==> src/rtl/muldiv_unit.sv <==
// muldiv_unit: iterative 32-bit unsigned multiply/divide unit placed between the
// register file read ports (RD1/RD2) and the write port (A3/WD3).
//
// Ports:
//   clk      - clock, all state changes on the rising edge
//   rst      - synchronous active-high reset, aborts any operation in flight
//   start    - request a new operation (only looked at while idle)
//   op       - 00 MUL, 01 MULHU, 10 DIVU, 11 REMU
//   rs1_val  - operand A (multiplicand / dividend)
//   rs2_val  - operand B (multiplier / divisor)
//   rd_addr  - destination register, captured on accept
//   busy     - high from the cycle after accept through the done cycle
//   done     - one-cycle completion pulse
//   wb_en    - register file write request, only ever high with done
//   wb_addr  - captured rd_addr
//   result   - operation result, held until the next completion
//
// Build option: define MULDIV_DIV_EN to include the restoring divider. Without
// it, DIVU/REMU complete one cycle after accept with result 0 and no write-back.

module muldiv_unit #(
    parameter int unsigned XLEN   = 32,
    parameter int unsigned REG_AW = 5
) (
    input  logic              clk,
    input  logic              rst,
    input  logic              start,
    input  logic [1:0]        op,
    input  logic [XLEN-1:0]   rs1_val,
    input  logic [XLEN-1:0]   rs2_val,
    input  logic [REG_AW-1:0] rd_addr,
    output logic              busy,
    output logic              done,
    output logic              wb_en,
    output logic [REG_AW-1:0] wb_addr,
    output logic [XLEN-1:0]   result
);

    typedef enum logic [1:0] {StIdle, StCalc, StDone} state_e;

    localparam logic [5:0] LastIter = 6'(XLEN - 1);

    state_e              state_q;
    logic [1:0]          op_q;
    logic [5:0]          cnt_q;
    // Multiplicand for MUL/MULHU, divisor for DIVU/REMU.
    logic [XLEN-1:0]     opnd_q;
    // Shift-add accumulator: upper half partial product, lower half the
    // not-yet-consumed multiplier bits.
    logic [2*XLEN-1:0]   acc_q;

    logic [XLEN:0]       mul_sum;
    logic [2*XLEN-1:0]   acc_new;
    logic [XLEN-1:0]     calc_res;

    assign mul_sum = {1'b0, acc_q[2*XLEN-1:XLEN]} + {1'b0, (acc_q[0] ? opnd_q : '0)};
    assign acc_new = {mul_sum, acc_q[XLEN-1:1]};

`ifdef MULDIV_DIV_EN
    // Restored remainder is always below the divisor, so XLEN bits hold it.
    logic [XLEN-1:0]     rem_q;
    // Dividend bits shift out of the top while quotient bits shift in below.
    logic [XLEN-1:0]     quo_q;
    logic [XLEN:0]       rem_sh;
    logic                rem_ge;
    logic [XLEN:0]       rem_new;
    logic [XLEN-1:0]     quo_new;
    logic                rem_unused;

    assign rem_sh     = {rem_q, quo_q[XLEN-1]};
    assign rem_ge     = rem_sh >= {1'b0, opnd_q};
    assign rem_new    = rem_ge ? (rem_sh - {1'b0, opnd_q}) : rem_sh;
    assign quo_new    = {quo_q[XLEN-2:0], rem_ge};
    // Top bit of the restored value is always zero.
    assign rem_unused = rem_new[XLEN];
`endif

    // Result of the final iteration, picked from the post-step datapath values.
    always_comb begin
        calc_res = '0;
        case (op_q)
            2'b00:   calc_res = acc_new[XLEN-1:0];
            2'b01:   calc_res = acc_new[2*XLEN-1:XLEN];
`ifdef MULDIV_DIV_EN
            2'b10:   calc_res = quo_new;
            2'b11:   calc_res = rem_new[XLEN-1:0];
`endif
            default: calc_res = '0;
        endcase
    end

    always_ff @(posedge clk) begin
        if (rst) begin
            state_q <= StIdle;
            op_q    <= '0;
            cnt_q   <= '0;
            opnd_q  <= '0;
            acc_q   <= '0;
`ifdef MULDIV_DIV_EN
            rem_q   <= '0;
            quo_q   <= '0;
`endif
            busy    <= 1'b0;
            done    <= 1'b0;
            wb_en   <= 1'b0;
            wb_addr <= '0;
            result  <= '0;
        end else begin
            case (state_q)
                StIdle: begin
                    done  <= 1'b0;
                    wb_en <= 1'b0;
                    if (start) begin
                        op_q    <= op;
                        wb_addr <= rd_addr;
                        cnt_q   <= '0;
                        busy    <= 1'b1;
                        if (!op[1]) begin
                            opnd_q  <= rs1_val;
                            acc_q   <= {{XLEN{1'b0}}, rs2_val};
                            state_q <= StCalc;
`ifdef MULDIV_DIV_EN
                        end else if (rs2_val == '0) begin
                            // Divide by zero: quotient all ones, remainder = dividend.
                            result  <= op[0] ? rs1_val : '1;
                            done    <= 1'b1;
                            wb_en   <= 1'b1;
                            state_q <= StDone;
                        end else begin
                            opnd_q  <= rs2_val;
                            quo_q   <= rs1_val;
                            rem_q   <= '0;
                            state_q <= StCalc;
                        end
`else
                        end else begin
                            // No divider: finish at once without touching the register file.
                            result  <= '0;
                            done    <= 1'b1;
                            wb_en   <= 1'b0;
                            state_q <= StDone;
                        end
`endif
                    end
                end
                StCalc: begin
`ifdef MULDIV_DIV_EN
                    if (op_q[1]) begin
                        rem_q <= rem_new[XLEN-1:0];
                        quo_q <= quo_new;
                    end else begin
                        acc_q <= acc_new;
                    end
`else
                    acc_q <= acc_new;
`endif
                    cnt_q <= cnt_q + 6'd1;
                    if (cnt_q == LastIter) begin
                        result  <= calc_res;
                        done    <= 1'b1;
                        wb_en   <= 1'b1;
                        state_q <= StDone;
                    end
                end
                StDone: begin
                    done    <= 1'b0;
                    wb_en   <= 1'b0;
                    busy    <= 1'b0;
                    state_q <= StIdle;
                end
                default: state_q <= StIdle;
            endcase
        end
    end

endmodule
==> config.mk <==
export PLATFORM = sky130hd
export DESIGN_NAME = muldiv_unit
export DESIGN_NICKNAME = d
export VERILOG_FILES = /design/src/rtl/muldiv_unit.sv
export SDC_FILE = /design/constraint.sdc
export NUM_CORES = 1
export LEC_CHECK = 0
export ABC_AREA = 1
export CAP_MARGIN = 0
export CORE_MARGIN = 2
export CORE_UTILIZATION = 50
export CTS_CLUSTER_DIAMETER = 80
export DETAILED_ROUTE_END_ITERATION = 16
export GPL_TIMING_DRIVEN = 0
export PLACE_DENSITY = 0.81
export SLEW_MARGIN = 20
export SYNTH_ARGS = -nofsm -noshare
export SYNTH_HDL_FRONTEND = slang
export SYNTH_SLANG_ARGS = --single-unit
==> constraint.sdc <==
create_clock -name clk -period 4.9 [get_ports clk]
set_clock_uncertainty 0.05 [all_clocks]
set_input_delay 1.225 -clock clk [delete_from_list [all_inputs] [get_ports clk]]
set_output_delay 1.225 -clock clk [all_outputs]
set_load 0.03 [all_outputs]
==> results of run 1 <==
-- layer usage --
layer,track usage (%),vias up,part of all wire [%]
met4,11.2,0,3.1
met1,38.2,4061,45
met5,0,-,0
li1,-,4604,-
met2,46.7,327,45
met3,5.67,54,7.5
-- sequential cells by signal (all words and copies together), names as in the netlist --
register	count
opnd_q	32
op_q	2
cnt_q	6
acc_q	64
wb_en	1
result	32
busy	1
state_q	2
wb_addr	5
done	1
-- logic make-up after synthesis --
| family | Yosys count | share of synthesized area (%) |
|---|---|---|
| flops | 146 | 34.2 |
| compound gates | 230 | 14.2 |
| simple gates | 708 | 33.2 |
| fa+ha+maj | 38 | 5.65 |
| buf+inv | 250 | 11.3 |
| xor+xnor | 14 | 1.43 |
-- layout make-up --
cell class / instances / area (um2)
diodes: 1 / 2.50
clock buffers: 18 / 439
well taps: 220 / 275
flip-flops and latches: 146 / 2920
plain buffers: 55 / 234
repair buffers: 112 / 1120
multi-input cells: 990 / 4660
inverters: 195 / 732
fillers: 1574 / 6110
clock inverters: 13 / 149
-- power groups by stage --
stage | sequential (mW) | clock [mW] | combinational [mW]
after global placement | 1.31 | 0 | 0.413
final | 1.29 | 1.33 | 0.425
after floorplan | 1.32 | 0 | 0.236
after CTS | 1.28 | 1.33 | 0.421
after global routing | 1.29 | 1.39 | 0.470
after detailed placement | 1.31 | 0 | 0.418
-- critical path: cells and delay by family (launching register included) --
family	cells	cell delay [ns]
buffers and inverters	6	1.23
and+or+nand+nor	10	0.95
AOI/OAI and AO/OA	2	0.33
adders and majority gates	2	0.66
DFF	1	0.31
-- cells in the final DEF, fill, tap and decap left out, types with 7 or more instances in the layout --
| cell | instances |
|---|---|
| buf_2 | 8 |
| clkbuf_1 | 43 |
| o21ai_0 | 98 |
| inv_1 | 188 |
| a31oi_1 | 23 |
| clkbuf_16 | 17 |
| nand2_1 | 476 |
| nor2_1 | 132 |
| xnor2_1 | 9 |
| a21oi_1 | 95 |
| clkdlybuf4s50_1 | 112 |
| or2_1 | 8 |
| nand3_1 | 67 |
| dfxtp_1 | 146 |
| ha_1 | 37 |
| inv_2 | 7 |
-- worst paths after layout --
check / start / endpoint / slack [ns] / cells after the start
max: acc_q[0]$_SDFFE_PP0P_ / result[31]$_SDFFE_PP0P_ / 1.33 / 20
min: wb_en$_SDFFE_PP0P_ / wb_en$_SDFFE_PP0P_ / 0.40 / 2
max reg2reg: acc_q[0]$_SDFFE_PP0P_ / result[31]$_SDFFE_PP0P_ / 1.33 / 20
min reg2reg: wb_en$_SDFFE_PP0P_ / wb_en$_SDFFE_PP0P_ / 0.40 / 2
==> flow_metrics.py, run 1 <==
metrics = {
    "route": {
        "first_pass_iters": 6,
        "wl_per_cell_um": 14.7,
        "vias": 9046,
        "viasPerCell": 5.17,
        "ant_nets": 0,
        "drc": 0,
        "drt_iter0_markers": 697,
        "wirelength_um": 25700,
    },
    "finish": {
        "final_cell_area_um2": 10500,
        "drive_above_1_share_pct": 4.19,
        "syn_to_final_growth_pct": 23.2,
        "stdcell_count": 1750,
        "post-route-util_pct": 63.3,
        "nNetsFinal": 1629,
    },
    "placement": {
        "place_inst": 1718,
        "globalplace.congestion": 0.979,
        "portBuffers": 112,
        "hpwl_um": 19900,
        "dpl_worst_slack_ns": 1.41,
        "place_area_um2": 9950,
    },
    "status": {
        "status": "completed",
    },
    "setup_path": {
        "cp_slowest_cell": "clkbuf_1",
        "end_kind": "register",
        "critical_path.max_fanout": 10,
        "start_kind": "register",
        "worstPathArrival_ns": 3.88,
        "path_class": "reg2reg",
        "cp_slowest_stage_delay_ns": 0.49,
        "cp_cell_sequence": "clkbuf_1 -> clkbuf_1 -> nand2_1 -> inv_1 -> ha_1 -> inv_1 -> fa_1 -> inv_1 -> nand3_1 -> nand3_1 -> nand2_1 -> nand2_1 -> inv_1 -> o21ai_0 -> nand2_1 -> nand2_1 -> nand2_1 -> nand2_1 -> nand2_1 -> a21oi_1",
        "cpMostUsedCell": "nand2_1",
        "required_ns": 5.21,
    },
    "power_and_ir_drop": {
        "finalPower_mw": 3.05,
        "switching_share_pct": 28.6,
        "p_leak_nw": 5.03,
        "internal_power_mw": 2.17,
        "ir_worst_vdd_uv": 240,
        "p_seq_share_pct": 42.2,
        "power_switching_mw": 0.871,
        "pwr-share-clk_pct": 43.8,
        "power_per_cell_area_nw_per_um2": 289,
        "comb_power_share_pct": 13.9,
    },
    "synthesis": {
        "yosys-top-cells-count": "nand2_1, inv_1, dfxtp_1, nor2_1, o21ai_0",
        "yosys.area.top_type": "dfxtp_1",
        "async_flop_share_pct": 0,
        "syn_area_per_cell_um2": 6.17,
        "synth_cell_types": 35,
        "synth_edf_count": 0,
        "synth_ff_type": "dfxtp_1",
        "yosys_warnings": 0,
        "synth_cells": 1386,
        "ys_ff_latch": 146,
        "postSynthNetCount": 1498,
        "synth_area_leaders": "dfxtp_1, nand2_1, inv_1",
        "yosysMostFrequentCell": "nand2_1",
        "synth.yosys.seq_area_share_pct": 34.2,
        "synthesis.area_um2": 8550,
        "synth_top_cell_area_share_pct": 34.2,
    },
    "global_routing": {
        "overflow": 0,
        "antenna_found_initial": 2,
        "grt_pass1_vias": 8564,
        "grt_max_degree": 17,
        "grtUsageTotal_pct": 28.9,
        "grt_first_pass_wirelength_um": 41300,
    },
    "die": {
        "rows": 47,
        "io_pins": 114,
        "die_h_um": 135,
        "die_area_um2": 18200,
        "initial_utilization_pct": 51.4,
        "core_um2": 16600,
        "die_x_um": 135,
    },
    "sta": {
        "hold_ws_ns": 0.402,
        "post-route-min-period_ns": 3.57,
        "slew_headroom_pct": 54.7,
        "fmax_ghz": 0.280,
        "setup_tns_ns": 0,
        "rsz0062_at_grt": "false",
        "period_share_pct": 72.9,
        "setup_viol": 0,
        "worst_slack_ns": 1.33,
        "finalHoldViolations": 0,
        "tightest_slew_ns": 0.679,
        "final_max_slew_viol_count": 0,
    },
    "clock_tree": {
        "htree_levels": 4,
        "clockBufferDepth": 2,
        "root_buffer": "clkbuf_16",
        "clk_pin_slew_ns": 0.07,
        "cts_tree": "yes",
        "cts_resized": 0,
        "cts_setup_buffers": 0,
        "numCtsBuffers": 17,
        "cts_hold_buffers": 0,
        "cts_sinks": 146,
        "clk_latency_ns": 0.44,
    },
    "worst_hold_path": {
        "min_path_type": "reg2reg",
    },
    "job": {
        "max-cap-violations": 0,
    },
}
Note: power is estimated with default switching activity, not from simulation.
==> run 2, diff against run 1 <==
==> constraint.sdc (replaced) <==
create_clock -name clk -period 3.7 [get_ports clk]
set_clock_uncertainty 0.05 [all_clocks]
set_input_delay 0.925 -clock clk [delete_from_list [all_inputs] [get_ports clk]]
set_output_delay 0.925 -clock clk [all_outputs]
set_load 0.03 [all_outputs]
==> flow_metrics.py, run 2 (synthesis results as in run 1) <==
metrics = {
    "power_and_ir_drop": {
        "switching_share_pct": 28.6,
        "p_leak_nw": 5.04,
        "pwr-share-clk_pct": 43.8,
        "ir_worst_vdd_uv": 319,
        "power_per_cell_area_nw_per_um2": 383,
        "power_switching_mw": 1.15,
        "internal_power_mw": 2.88,
        "comb_power_share_pct": 13.9,
        "p_seq_share_pct": 42.3,
    },
    "clock_tree": {
        "clk_latency_ns": 0.44,
        "cts_sinks": 146,
        "numCtsBuffers": 17,
        "root_buffer": "clkbuf_16",
        "cts_tree": "yes",
        "clockBufferDepth": 2,
        "cts_hold_buffers": 0,
        "clk_pin_slew_ns": 0.07,
        "htree_levels": 4,
    },
    "route": {
        "ant_nets": 0,
        "drt_iter0_markers": 660,
        "wirelength_um": 25600,
        "vias": 8993,
        "viasPerCell": 5.14,
        "drc": 0,
        "first_pass_iters": 6,
        "wl_per_cell_um": 14.7,
    },
    "finish": {
        "final_cell_area_um2": 10500,
        "syn_to_final_growth_pct": 23.2,
        "n_fill_cell": 1572,
        "nNetsFinal": 1628,
        "final_cell_mix": "nand2_1, inv_1, dfxtp_1",
        "drive_above_1_share_pct": 4.25,
        "regArea_um2": 2920,
        "largest_reg_flops": 64,
        "largestRegisters": "acc_q (64), opnd_q (32), result (32)",
        "layout_commonest_cell": "nand2_1",
        "multi_input_area_um2": 4660,
        "regMostFlops": "acc_q",
        "stdcell_count": 1750,
    },
    "global_routing": {
        "overflow": 0,
        "grtUsageTotal_pct": 28.9,
        "grt_pass1_vias": 8564,
        "grt_max_degree": 17,
        "antenna_found_initial": 2,
        "grt_first_pass_wirelength_um": 41300,
    },
    "die": {
        "io_pins": 114,
        "rows": 47,
        "core_um2": 16600,
        "die_area_um2": 18200,
        "die_x_um": 135,
        "initial_utilization_pct": 51.4,
        "die_h_um": 135,
    },
    "setup_path": {
        "r2r-end": "result[31]$_SDFFE_PP0P_",
        "path_class": "reg2reg",
        "reg2reg_depth": 19,
        "required_ns": 4.01,
        "worstPathArrival_ns": 3.62,
        "startpoint": "acc_q[0]$_SDFFE_PP0P_",
        "cp-endpoint": "result[31]$_SDFFE_PP0P_",
        "rrSetupSlack_ns": 0.40,
        "start_kind": "register",
        "end_kind": "register",
        "reg2reg_from": "acc_q[0]$_SDFFE_PP0P_",
        "critical_path.max_fanout": 10,
    },
    "sta": {
        "finalHoldViolations": 0,
        "tightest_slew_ns": 0.680,
        "period_share_pct": 89.3,
        "slew_headroom_pct": 54.7,
        "setup_viol": 0,
        "post-route-min-period_ns": 3.30,
        "fmax_ghz": 0.303,
        "rsz0062_at_grt": "false",
        "setup_tns_ns": 0,
        "final_max_slew_viol_count": 0,
    },
    "placement": {
        "place_area_um2": 9950,
        "place_inst": 1718,
        "portBuffers": 112,
        "globalplace.congestion": 0.979,
        "hpwl_um": 19900,
    },
    "job": {
        "max-cap-violations": 0,
    },
    "worst_hold_path": {
        "min_from": "wb_en$_SDFFE_PP0P_",
        "min_path_type": "reg2reg",
    },
    "status": {
        "status": "completed",
    },
}
[run 2: power by group through the flow]
stage | Combinational, mW | Clock (mW) | Sequential, mW
2_1_floorplan | 0.312 | 0 | 1.74
3_3_place_gp | 0.547 | 0 | 1.73
3_5_place_dp | 0.553 | 0 | 1.73
4_1_cts | 0.558 | 1.76 | 1.70
5_1_grt | 0.618 | 1.84 | 1.71
6_report | 0.559 | 1.77 | 1.71
[run 2: area by class of cell]
type,count,area share (%)
buffer,54,2.20
clock inverter,13,1.41
sequential,146,27.7
multi-input combinational,990,44.2
tap,220,2.61
clock buffer,18,4.17
antenna,2,0.0475
timing repair buffer,112,10.6
inverter,195,6.95
[run 2: worst min path at each step]
| stage | endpoint | cells past startpoint | slack [ns] |
|---|---|---|---|
| detailed placement | wb_en$_SDFFE_PP0P_ | 2 | 0.39 |
| global route | wb_en$_SDFFE_PP0P_ | 2 | 0.43 |
| global placement | wb_en$_SDFFE_PP0P_ | 2 | 0.39 |
| finish | wb_en$_SDFFE_PP0P_ | 2 | 0.40 |
| CTS | wb_en$_SDFFE_PP0P_ | 2 | 0.41 |
| floorplan | acc_q[17]$_SDFFE_PP0P_ | 2 | 0.39 |
[run 2: metal layers]
| metal | GRT usage [%] | vias up | wire, um |
|---|---|---|---|
| met3 | 5.67 | 50 | 1900 |
| met1 | 38.2 | 4038 | 11500 |
| met2 | 46.7 | 300 | 11500 |
| li1 | - | 4605 | - |
| met5 | 0 | - | 0 |
| met4 | 11.2 | 0 | 719 |
[run 2: through the flow]
stage / total power, mW / setup WS (ns) / hold WS, ns / util [%]
CTS: 4.02 / 0.165 / 0.408 / 63.3
global placement: 2.28 / 0.261 / 0.390 / 59.8
finish: 4.03 / 0.396 / 0.401 / 63.3
global route: 4.17 / 0.151 / 0.433 / 63.3
floorplan: 2.06 / 1.08 / 0.389 / -
detailed placement: 2.29 / 0.209 / 0.392 / 59.8
[run 2: worst max-delay path, cell delays in order (launching register included)]
cell and delay [ns]:
dfxtp_1 0.56, clkbuf_2 0.35, nand2_1 0.08, inv_1 0.06
ha_1 0.25, inv_1 0.08, fa_1 0.42, inv_1 0.12
nand3_1 0.08, nand3_1 0.16, nand2_1 0.07, nand2_1 0.19
inv_1 0.08, o21ai_0 0.22, nand2_1 0.09, nand2_1 0.08
nand2_1 0.06, nand2_1 0.08, nand2_1 0.05, a21oi_1 0.11
[run 2: repair_timing]
action | 4_1_cts | 5_1_grt
hold endpoints to repair | 0 | 0
setup endpoints to repair | 0 | 4
buffers inserted | 0 | 0
resized for setup | 0 | 2
==> run 3, diff against run 2 <==
--- a/config.mk
+++ b/config.mk
@@ -12,7 +12,7 @@
 export CTS_CLUSTER_DIAMETER = 80
 export DETAILED_ROUTE_END_ITERATION = 16
 export GPL_TIMING_DRIVEN = 0
-export PLACE_DENSITY = 0.81
+export PLACE_DENSITY = 0.83
 export SLEW_MARGIN = 20
 export SYNTH_ARGS = -nofsm -noshare
 export SYNTH_HDL_FRONTEND = slang
==> constraint.sdc (replaced) <==
create_clock -name clk -period 2.9 [get_ports clk]
set_clock_uncertainty 0.05 [all_clocks]
set_input_delay 0.725 -clock clk [delete_from_list [all_inputs] [get_ports clk]]
set_output_delay 0.725 -clock clk [all_outputs]
set_load 0.03 [all_outputs]
==> flow_metrics.py, run 3 (synthesis results as in run 1) <==
metrics = {
    "sta": {
        "finalHoldViolations": 0,
        "slew_headroom_pct": 52.5,
        "post-route-min-period_ns": 2.76,
        "tightest_slew_ns": 0.712,
        "worst_slack_ns": 0.140,
        "setup_viol": 0,
        "period_share_pct": 95.2,
        "setup_tns_ns": 0,
        "final_max_slew_viol_count": 0,
        "fmax_ghz": 0.362,
    },
    "worst_hold_path": {
        "min_from": "result[13]$_SDFFE_PP0P_",
        "min_path_type": "reg2reg",
    },
    "finish": {
        "layout_commonest_cell": "nand2_1",
        "drive_above_1_share_pct": 4.71,
        "post-route-util_pct": 63.6,
        "largestRegisters": "acc_q (64), opnd_q (32), result (32)",
        "diodes": 0,
        "final_cell_area_um2": 10600,
        "largest_reg_flops": 64,
        "nNetsFinal": 1629,
        "final_cell_mix": "nand2_1, inv_1, dfxtp_1",
        "regMostFlops": "acc_q",
        "syn_to_final_growth_pct": 23.9,
    },
    "power_and_ir_drop": {
        "p_leak_nw": 5.06,
        "finalPower_mw": 5.21,
        "power_per_cell_area_nw_per_um2": 491,
        "ir_worst_vdd_uv": 422,
    },
    "setup_path": {
        "startpoint": "acc_q[0]$_SDFFE_PP0P_",
        "path_class": "reg2reg",
        "end_kind": "register",
        "worstPathArrival_ns": 3.07,
        "required_ns": 3.21,
        "start_kind": "register",
        "critical_path.max_fanout": 10,
        "reg2reg_from": "acc_q[0]$_SDFFE_PP0P_",
    },
    "die": {
        "rows": 47,
        "core_um2": 16600,
        "initial_utilization_pct": 51.4,
        "die_h_um": 135,
        "die_x_um": 135,
        "die_area_um2": 18200,
        "io_pins": 114,
    },
    "placement": {
        "dpl_worst_slack_ns": -0.708,
        "globalplace.congestion": 0.974,
        "place_area_um2": 9950,
        "hpwl_um": 19900,
        "portBuffers": 112,
    },
    "global_routing": {
        "overflow": 0,
        "antenna_found_initial": 0,
        "grt_first_pass_wirelength_um": 42000,
        "grt_max_degree": 17,
        "grt_pass1_vias": 8624,
        "grtUsageTotal_pct": 29.2,
    },
    "clock_tree": {
        "clk_pin_slew_ns": 0.06,
        "cts_tree": "yes",
        "numCtsBuffers": 17,
        "htree_levels": 4,
        "cts_hold_buffers": 0,
        "root_buffer": "clkbuf_16",
        "clockBufferDepth": 2,
        "cts_sinks": 146,
        "clk_latency_ns": 0.43,
    },
    "job": {
        "max-cap-violations": 0,
    },
    "route": {
        "vias": 9130,
        "wl_per_cell_um": 14.8,
        "wirelength_um": 25800,
        "drc": 0,
        "drt_iter0_markers": 658,
        "viasPerCell": 5.22,
        "first_pass_iters": 7,
        "ant_nets": 0,
    },
    "status": {
        "status": "completed",
    },
}
[run 3: worst max-delay path, stage by stage (launching register included)]
cell,delay (ns)
dfxtp_4,0.42
buf_8,0.17
nand2_1,0.06
inv_1,0.07
ha_2,0.22
inv_1,0.06
fa_1,0.39
inv_1,0.12
nand3_1,0.12
nand3_2,0.13
nand2_1,0.08
nand2_2,0.12
inv_1,0.08
o211ai_1,0.24
nand3_1,0.12
nand2_1,0.09
nand2_1,0.05
a21oi_1,0.11
[run 3: what timing repair did]
action                                  CTS  global route
endpoints found under the setup margin   58            14
setup buffers                             0             1
pin swaps                                 0             1
resized for setup                         6             9
[run 3: final timing paths]
path | end | slack [ns] | depth (start not counted)
setup / recovery | result[15]$_SDFFE_PP0P_ | 0.14 | 17
hold / removal | result[13]$_SDFFE_PP0P_ | 0.42 | 2
setup reg to reg | result[15]$_SDFFE_PP0P_ | 0.14 | 17
hold reg to reg | result[13]$_SDFFE_PP0P_ | 0.42 | 2
[run 3: final cells by class]
class,count,area [um2]
inverter,195,732
tap,220,275
fill,1548,6050
multi-input combinational,990,4670
clock buffer,19,433
timing repair buffer,113,1130
buffer,54,244
clock inverter,13,178
sequential,146,2930
[run 3: per-stage QoR]
step           hold WS, ns  cells
2_1_floorplan        0.389   1386
3_3_place_gp         0.391   1718
3_5_place_dp         0.407   1718
4_1_cts              0.416   1749
5_1_grt              0.435   1750
6_report             0.417   1750
[run 3: per-layer routing]
layer	vias to the layer above	global-route usage, %	routed length [um]
met5	-	0	0
met4	0	9.82	567
met3	41	5.52	2160
met2	371	48.2	11700
met1	4114	38.6	11400
li1	4604	-	-
[run 3: report_power, final]
group | total (mW) | leakage (nW) | internal, mW | switching [mW]
sequential | 2.18 | 1.19 | 2.11 | 0.0646
combinational | 0.716 | 3.58 | 0.263 | 0.452
clock | 2.31 | 0.290 | 1.37 | 0.941
total | 5.21 | 5.06 | 3.75 | 1.46
